--- src/rtl/subroutine_ctrl.sv ---
// Sequencing controller for the subroutine return-address stack.
// Arbitrates call / ret / reti / interrupt entry, drives the stack's one-cycle
// push/pop strobes, tracks stack depth and supplies the PC unit with loads.
module subroutine_ctrl #(
  parameter int                DEPTH    = 8,
  parameter int                ADDR_W   = 12,
  parameter logic [ADDR_W-1:0] ISR_ADDR = ADDR_W'('h004)
) (
  input  logic              clock,
  input  logic              reset_n,
  input  logic              call_req,
  input  logic              ret_req,
  input  logic              reti_req,
  input  logic              irq,
  input  logic [ADDR_W-1:0] pc_in,
  input  logic [ADDR_W-1:0] call_target,
  input  logic [ADDR_W-1:0] rts_adr,
  output logic              stack_call,
  output logic              stack_return,
  output logic              pc_load,
  output logic [ADDR_W-1:0] pc_next,
  output logic              req_ack,
  output logic              irq_ack,
  output logic              busy,
  output logic              in_isr,
  output logic [3:0]        depth,
  output logic              overflow,
  output logic              underflow
);

  typedef enum logic [1:0] {IDLE, PUSH, POP, SETTLE} state_t;

  localparam logic [3:0] FULL = 4'(DEPTH);

  state_t            state, state_nx;
  logic              stack_call_nx, stack_return_nx, pc_load_nx;
  logic              req_ack_nx, irq_ack_nx, in_isr_nx;
  logic              overflow_nx, underflow_nx;
  logic [ADDR_W-1:0] pc_next_nx;
  logic [3:0]        depth_nx;
  logic              op_irq, op_irq_nx;
  logic              op_reti, op_reti_nx;

  // The return address is written into the stack directly from pc_in.
  logic unused_pc;
  assign unused_pc = ^pc_in;

  // Arbitration, next state and next values of every registered output.
  always_comb begin
    state_nx        = state;
    stack_call_nx   = 1'b0;
    stack_return_nx = 1'b0;
    pc_load_nx      = 1'b0;
    req_ack_nx      = 1'b0;
    irq_ack_nx      = 1'b0;
    pc_next_nx      = pc_next;
    depth_nx        = depth;
    in_isr_nx       = in_isr;
    overflow_nx     = overflow;
    underflow_nx    = underflow;
    op_irq_nx       = op_irq;
    op_reti_nx      = op_reti;
    case (state)
      IDLE: begin
        // An overflow/underflow ack leaves us in IDLE while the requester
        // still holds its request for this cycle; skip sampling so the same
        // request is not accepted twice.
        if (!(req_ack || irq_ack)) begin
          if (irq && !in_isr) begin
            irq_ack_nx = 1'b1;
            if (depth < FULL) begin
              state_nx      = PUSH;
              stack_call_nx = 1'b1;
              pc_load_nx    = 1'b1;
              pc_next_nx    = ISR_ADDR;
              op_irq_nx     = 1'b1;
            end else begin
              overflow_nx = 1'b1;
              in_isr_nx   = 1'b1;
            end
          end else if (reti_req || ret_req) begin
            req_ack_nx = 1'b1;
            if (depth != '0) begin
              state_nx        = POP;
              stack_return_nx = 1'b1;
              pc_load_nx      = 1'b1;
              pc_next_nx      = rts_adr;
              op_reti_nx      = reti_req;
            end else begin
              underflow_nx = 1'b1;
              if (reti_req) in_isr_nx = 1'b0;
            end
          end else if (call_req) begin
            req_ack_nx = 1'b1;
            if (depth < FULL) begin
              state_nx      = PUSH;
              stack_call_nx = 1'b1;
              pc_load_nx    = 1'b1;
              pc_next_nx    = call_target;
              op_irq_nx     = 1'b0;
            end else begin
              overflow_nx = 1'b1;
            end
          end
        end
      end
      PUSH: begin
        state_nx = SETTLE;
        if (depth < FULL) depth_nx = depth + 4'd1;
        if (op_irq) in_isr_nx = 1'b1;
      end
      POP: begin
        state_nx = SETTLE;
        if (depth != '0) depth_nx = depth - 4'd1;
        if (op_reti) in_isr_nx = 1'b0;
      end
      SETTLE: state_nx = IDLE;
      default: state_nx = IDLE;
    endcase
  end

  // State and output registers; reset clears everything asynchronously.
  always_ff @(posedge clock or negedge reset_n) begin
    if (!reset_n) begin
      state        <= IDLE;
      stack_call   <= 1'b0;
      stack_return <= 1'b0;
      pc_load      <= 1'b0;
      req_ack      <= 1'b0;
      irq_ack      <= 1'b0;
      pc_next      <= '0;
      busy         <= 1'b0;
      in_isr       <= 1'b0;
      depth        <= '0;
      overflow     <= 1'b0;
      underflow    <= 1'b0;
      op_irq       <= 1'b0;
      op_reti      <= 1'b0;
    end else begin
      state        <= state_nx;
      stack_call   <= stack_call_nx;
      stack_return <= stack_return_nx;
      pc_load      <= pc_load_nx;
      req_ack      <= req_ack_nx;
      irq_ack      <= irq_ack_nx;
      pc_next      <= pc_next_nx;
      busy         <= (state_nx != IDLE);
      in_isr       <= in_isr_nx;
      depth        <= depth_nx;
      overflow     <= overflow_nx;
      underflow    <= underflow_nx;
      op_irq       <= op_irq_nx;
      op_reti      <= op_reti_nx;
    end
  end

endmodule

--- config.mk ---
export PLATFORM = sky130hd
export DESIGN_NAME = subroutine_ctrl
export DESIGN_NICKNAME = d
export VERILOG_FILES = /design/src/rtl/subroutine_ctrl.sv
export SDC_FILE = /design/constraint.sdc
export NUM_CORES = 1
export LEC_CHECK = 0
export BUFFER_PORTS_ARGS = -buffer_cell sky130_fd_sc_hd__buf_4
export CAP_MARGIN = 10
export CELL_PAD_IN_SITES_DETAIL_PLACEMENT = 1
export CELL_PAD_IN_SITES_GLOBAL_PLACEMENT = 2
export CORE_ASPECT_RATIO = 0.6
export CORE_UTILIZATION = 30
export CTS_CLUSTER_SIZE = 16
export DETAILED_ROUTE_END_ITERATION = 16
export PLACE_DENSITY_LB_ADDON = 0.1
export REMOVE_ABC_BUFFERS = 1
export SLEW_MARGIN = 20
export SYNTH_ARGS = -nofsm -noshare
export SYNTH_HDL_FRONTEND = slang
export SYNTH_SLANG_ARGS = --single-unit
--- constraint.sdc ---
create_clock -name clock -period 3.4 [get_ports clock]
set_clock_uncertainty 0.05 [all_clocks]
set_input_delay 0.68 -clock clock [delete_from_list [all_inputs] [get_ports clock]]
set_output_delay 0.68 -clock clock [all_outputs]
set_load 0.02 [all_outputs]
Word level (Yosys, flattened, before mapping). Index checks and enable logic that the tools add are counted.

Output and inout port bits: 25. Input bits: 42. Register bits after elaboration: 29. Logic and storage cells: 112.

Bitwise operators: 3. Multiplexer cells: 57. Order comparisons: 1. Reduce and logical (&&, ||, !) cells: 20. Eq/ne operators: 15. Add/sub/neg operators: 2.

Operators with widths (count): 2-to-1 mux 12 bit (6); 2-to-1 mux 1 bit (40); AND reduction 5 bit (3); 2-to-1 mux 2 bit (6); inequality test 2 bit (second input constant) (6); inequality test 3 bit (second input constant) (4); 2-to-1 mux 4 bit (2); case mux 4 bit (2 select lines) (1); AND reduction 8 bit (1); nonzero test 2 bit (4); case mux 2 bit (3 select lines) (1); AND reduction 6 bit (1); nonzero test 3 bit (2); adder 4 x 1 -> 4 bit (second input constant) (1); equality test 2 bit (second input constant) (2); < comparator 4 bit (second input constant) (1); AND reduction 4 bit (1); nonzero test 4 bit (1); subtractor 4 x 1 -> 4 bit (second input constant) (1); inequality test 3 x 2 -> 1 bit (second input constant) (1); inverter 1 bit (3); case mux 1 bit (3 select lines) (1); AND reduction 3 bit (1); equality test 2 x 1 -> 1 bit (second input constant) (1); 6 further kinds (7).

Longest topological paths before layout. Gate-level depths: netlist (run 1).

Depth in word-level cells: 8. Depth in mapped cells: 7.

Least setup slack after synthesis (run 1). No wires, ideal clock.

Path kind: input -> register. From: in irq. To: reg pc_next[10]. Data arrival time: 1.993 ns. Setup time: 0.125 ns. Slack: 1.232 ns. Required time: 3.225 ns. Stages: 6. Path buffers: 2. Path through: nor2b_1 buf_6 or3_4 a21oi_4 buf_12 mux2_4.

Word-level cells in the longest chain between the ends: 3. Elaborated cells between the ends (all ways): 6. Classes of those cells: 2 x eq/ne; 1 x mux; 3 x reduce/logical.

RTL lines: start, declared (line 14) `input logic irq,`; logical AND 1 bit * (line 69) `if (irq && !in_isr) begin`; inequality test 3 x 2 -> 1 bit (no line), or another cell as far along; AND reduction 6 bit (no line); end signal, assigned (line 146) `pc_next <= pc_next_nx;`; end, declared (line 21) `output logic [ADDR_W-1:0] pc_next,`.

Mark *: on every way between the ends. The rest lies on a longest branch, timed or not. A chain may end at the register's enable or synchronous reset.

Final worst setup path (run 1).
From: reg state[0]. To: reg pc_next[1].

Word-level cells in the longest chain between the ends: 2.

RTL lines: start, declared (line 35) `state_t state, state_nx;`; start signal, assigned (line 140) `state <= state_nx;`; logical NOT 2 bit (line 63) `case (state)`; AND reduction 6 bit (no line).

No other way between the ends.

==> results of run 1 <==
-- Yosys cell counts (2+ instances only) --
cell and count:
dfrtp_1 29, nand2_1 25, a21oi_1 14, mux2_4 10, nor2_1 9, inv_1 8, mux2_2 6, ha_1 5
o21ai_0 5, a21o_1 3, clkbuf_1 3, a211oi_1 2, nand3_1 2, nor2b_1 2, nor3_1 2, nor3b_1 2
nor4_4 2, xnor2_1 2
-- cells by family (layout without fill, tap and decap cells) --
logic type | count (synthesis) | count (layout) | share of synthesized area, %
flops | 29 | 29 | 45.38
compound gates | 32 | 32 | 12.76
mux | 16 | 16 | 13.61
simple gates | 51 | 51 | 17.14
fa+ha+maj | 6 | 6 | 5.164
xor+xnor | 2 | 2 | 1.096
buf+inv | 14 | 70 | 4.851
-- layout make-up --
| class | instances | area share (%) |
|---|---|---|
| Tap cell | 66 | 3.880 |
| Inverter | 8 | 1.411 |
| Clock buffer | 5 | 3.233 |
| Timing Repair Buffer | 56 | 19.75 |
| Multi-Input combinational cell | 107 | 37.39 |
| Sequential cell | 29 | 34.10 |
| Clock inverter | 1 | 0.2352 |
-- metrics by stage --
stage	hold WS, ps	total power, W	util [%]	area (um^2)
after global placement	396.0	0.001670	40.25	2054
after floorplan	334.4	0.001328	-	1551
after detailed placement	403.7	0.001715	40.25	2054
after CTS	290.0	0.001994	41.69	2128
final	279.3	0.001960	41.69	2128
after global routing	297.8	0.002113	41.69	2128
-- per-layer routing --
metal	part of all wire [%]	track usage, %	vias up
met3	5.7	4.910	6
met2	43	24.21	30
met1	50	24.41	656
met5	0	0	-
li1	-	-	629
met4	0.68	4.478	0
-- path summary, 6_finish.rpt --
check	end	slack [ps]
worst max-delay path	pc_next[1]	920
max in group asynchronous	pc_next[8]	2730
worst min-delay path	pc_next[11]	280
worst max register to register	pc_next[1]	920
min in group clock	underflow	420
worst min register to register	underflow	420
-- power by group --
group / total, W / switching [W] / internal, W
clock: 0.000261 / 0.000127 / 0.000134
sequential: 0.000617 / 0.000121 / 0.000496
combinational: 0.00108 / 0.000557 / 0.000524
==> reports/metrics.csv, run 1 <==
metric,value,unit
DRT iter0 DRCs,30,
"Setup violations, final",0,
cell taking the most area after synthesis,dfrtp_1,
Routed WL per cell,15.78,um
Syn. warnings,0,
Clock Pin Slew Worst Setup and Hold Paths,60,ps
ys flop type,dfrtp_1,
Core Region,0.005105,mm^2
R2R cell count,5,
Layout area overhead,33.10,%
# rows,20,
Final Wtd Congestion,0.7343,
top post-synthesis cells by area,"dfrtp_1, mux2_4, nand2_1",
Die X,96.25,um
post-placement cell count,266,
final WL,4292,um
Period minus WS final,2484,ps
fraction of registers with async set/reset,100.0,%
Top-Level Pins,67,
gr ovfl total,0,
setup bufs post-CTS,0,
vias in the first global route,1396,
Worst setup SP type,flop,
CTS Buf Count,5,
Leak Pwr,1.049,nW
unrepaired setup endpoints after global routing,no,
Max Freq,402.6,MHz
Final Hold Fails,0,
clk_lat worst skew,270,ps
post-synthesis cell count,150,
Mapped Avg Cell Area,10.66,um^2
biggest regs,"pc_next (12), depth (4), state (2)",
pin count of the biggest net entering global routing,30,
Slew @ Worst Pin,588.8,ps
via total after detailed routing,1321,
Post-synth EDFFs,0,
effective utilization at floorplan,31.32,%
Max Cap Viol,0,
outcome,completed,
number of fill cells,600,
top-area cell type share of the netlist area,45.38,%
synth unique cells,37,
CP max stage delay,560,ps
storage element area,725.7,um^2
critical path buffer and inverter count,1,
Slew HR,60.51,%
first-pass GRT wire length,7003,um
Synth Cell Area,0.001599,mm^2
stages on the worst setup path,5,
crit path from,state[0],
TritonCTS clock tree,done,
multi-input logic area,795.8,um^2
fin worst setup slack,915.9,ps
Crit Path Class,flop to flop,
vias per cell,4.857,
Largest register FFs,12,
post-place setup slack,762.7,ps
"most common cell after layout, fill and taps aside",buf_4,
CTS Sinks,29,
post_cts resized,0,
hpwl dp,3138,um
worst hold path type,input port to asynchronous set/reset pin,
hold_buf cts,0,
maximum vdd ir drop,292.2,uV
# DRC,0,
power per cell area,920.8,mW/mm^2
buffers added on ports,54,
antenna violations before repair,0,
post-synthesis register bit count,29,
Pre-antenna DRT Iters,4,
# diodes,0,
WP data arrival,2590,ps
final-stage net count,255,
most frequent cells in the layout,"buf_4, dfrtp_1, nand2_1",
Top delay family on crit path,simple AND/OR/NAND/NOR gates,
H-Tree Depth,2,
share of cells above drive strength 1,40.29,%
CP Max Fanout,13,
Reg with most FFs,pc_next,
post-synthesis sequential area ratio,45.38,%
type of destination of the critical path,flop,
post-route ant nets,0,
CP Cell Sequence,inv_1 > ha_1 > or3b_1 > a21oi_4 > mux2_2,
final slew viol count,0,
Worst EP required,3510,ps
GR Util All Layers,16.78,%
final cell count without fillers,272,
Worst path slowest cell,or3b_1,
setup_tns,0,ps
RR Startpoint,state[0],
die height,58.55,um
Final period util,73.06,%
Die ar.,0.005635,mm^2
clock root cell,clkbuf_8,
CTS Buffer Depth,2,
(Power assumes the default switching activity.)
==> run 2: changes to the inputs <==
--- a/config.mk
+++ b/config.mk
@@ -10,7 +10,7 @@
 export CELL_PAD_IN_SITES_DETAIL_PLACEMENT = 1
 export CELL_PAD_IN_SITES_GLOBAL_PLACEMENT = 2
 export CORE_ASPECT_RATIO = 0.6
-export CORE_UTILIZATION = 30
+export CORE_UTILIZATION = 28
 export CTS_CLUSTER_SIZE = 16
 export DETAILED_ROUTE_END_ITERATION = 16
 export PLACE_DENSITY_LB_ADDON = 0.1
==> constraint.sdc (replaced) <==
create_clock -name clock -period 2.55 [get_ports clock]
set_clock_uncertainty 0.05 [all_clocks]
set_input_delay 0.51 -clock clock [delete_from_list [all_inputs] [get_ports clock]]
set_output_delay 0.51 -clock clock [all_outputs]
set_load 0.02 [all_outputs]
==> reports/metrics.csv, run 2 (synthesized netlist as in run 1, its figures left out) <==
metric,value,unit,change
Pre-antenna DRT Iters,4,,unchanged
Max Cap Viol,0,,unchanged
CTS Sinks,29,,unchanged
storage element area,725.7,um^2,unchanged
Final period util,88.03,%,+15 points
buffers added on ports,54,,unchanged
Clock Power Share,15.5,%,+2.2 points
antenna violations before repair,0,,unchanged
share of cells above drive strength 1,41.71,%,+1.4 points
final cell count without fillers,288,,+5.9%
hpwl dp,3298,um,+5.1%
post-place setup slack,319.5,ps,-443.2 ps
die height,60.54,um,+3.4%
post_cts resized,0,,unchanged
Largest register FFs,12,,unchanged
Crit Path Class,flop to flop,,
Slew HR,59.45,%,-1.1 points
first-pass GRT wire length,7100,um,+1.4%
Max Freq,445.5,MHz,+11%
post-placement cell count,280,,+5.3%
multi-input logic area,795.8,um^2,unchanged
CP Max Fanout,9,,-4
final-stage net count,258,,+1.2%
Top-Level Pins,67,,unchanged
unrepaired setup endpoints after global routing,no,,
most frequent cells in the layout,"buf_4, dfrtp_1, nand2_1",,
type of destination of the critical path,flop,,
# DRC,0,,unchanged
DRT iter0 DRCs,19,,-37%
Period minus WS final,2245,ps,-239.4 ps
WP data arrival,2360,ps,-230 ps
outcome,completed,,
gr ovfl total,0,,unchanged
Slew @ Worst Pin,604.7,ps,+15.85 ps
Worst EP required,2660,ps,-850 ps
pin count of the biggest net entering global routing,30,,unchanged
power consumption,0.002709,W,+38%
post-route ant nets,0,,unchanged
CTS Buffer Depth,2,,unchanged
setup bufs post-CTS,0,,unchanged
Die X,99.56,um,+3.4%
Reg with most FFs,pc_next,,
final slew viol count,0,,unchanged
Routed WL per cell,15.04,um,-4.7%
Leak Pwr,1.079,nW,+2.9%
hold_buf cts,0,,unchanged
clk_lat worst skew,280,ps,about the same
Clock Pin Slew Worst Setup and Hold Paths,70,ps,about the same
TritonCTS clock tree,done,,
Sw Pwr,0.001086,W,+35%
internal power,0.001623,W,+41%
GR Util All Layers,15.83,%,-0.95 points
vias in the first global route,1371,,-1.8%
"Setup violations, final",0,,unchanged
number of fill cells,587,,-2.2%
final WL,4331,um,+0.91%
# diodes,0,,unchanged
# rows,20,,unchanged
H-Tree Depth,2,,unchanged
Combinational Power Share,53.9,%,-1.3 points
"most common cell after layout, fill and taps aside",buf_4,,
switching share of power,40.09,%,-1.0 points
maximum vdd ir drop,364.9,uV,+25%
via total after detailed routing,1340,,+1.4%
CTS Buf Count,5,,unchanged
clock root cell,clkbuf_8,,
Worst setup SP type,flop,,
effective utilization at floorplan,30.28,%,-1.0 points
sequential share of power,30.6,%,-0.9 points
worst hold path type,input port to asynchronous set/reset pin,,
Final Wtd Congestion,0.7568,,+3.1%
Die ar.,0.006027,mm^2,+6.9%
biggest regs,"pc_next (12), depth (4), state (2)",,
vias per cell,4.653,,-4.2%
Final Hold Fails,0,,unchanged
Core Region,0.005280,mm^2,+3.4%
power per cell area,1236,mW/mm^2,+34%
Layout area overhead,37.09,%,
fin worst setup slack,305.2,ps,-610.6 ps
-- run 2: changes by cell type in the layout (fill, tap and decap cells not counted), sizes merged --
cell / change
buf: +3
clkbuf: +2
-- run 2: per-stage QoR --
step                      utilization, %  TNS [ps]  instance area, um^2  hold WS (ps)
after floorplan                        -    -188.2                 1551         164.4
after global placement             39.60         0                 2091         410.9
after detailed placement           39.60         0                 2091         418.2
after CTS                          41.52         0                 2192         113.5
after global routing               41.52         0                 2192         127.4
final                              41.52         0                 2192         93.07
-- run 2: worst paths after layout --
check | startpoint | end | slack [ps] | cells past startpoint
worst max-delay path | state[0] | pc_next[6] | 310 | 6
max in group asynchronous | reset_n | depth[1] | 2060 | 1
worst max register to register | state[0] | pc_next[6] | 310 | 6
min in group clock | underflow | underflow | 430 | 1
worst min-delay path | reset_n | stack_return | 90 | 1
worst min register to register | underflow | underflow | 430 | 1
-- run 2: critical path: stages, from the launching register on --
cell and delay [ps]:
dfrtp_1 420, inv_1 100, ha_1 300, or3b_1 550, a21oi_4 180, buf_4 210
mux2_4 310
-- run 2: area by class of cell --
class                   count  share of cell area, %
multi-input cells         107                  36.30
flip-flops and latches     29                  33.11
repair buffers             59                  20.21
clock buffers               7                  4.395
well taps                  77                  4.395
inverters                   8                  1.370
clock inverters             1                 0.2283
-- run 2: power by group through the flow --
stage / sequential, W / clock [W] / combinational (W)
6_report: 0.000830 / 0.000419 / 0.00146
5_1_grt: 0.000860 / 0.000456 / 0.00159
4_1_cts: 0.000833 / 0.000435 / 0.00148
3_5_place_dp: 0.000839 / 0 / 0.00148
3_3_place_gp: 0.000821 / 0 / 0.00143
2_1_floorplan: 0.000992 / 0 / 0.000780
-- run 2: layer usage --
metal	share of wire [%]	track usage (%)	vias up
li1	-	-	638
met1	49	22.13	656
met2	43	23.81	42
met3	7.0	4.724	4
met4	0.95	5.042	0
met5	0	0	-
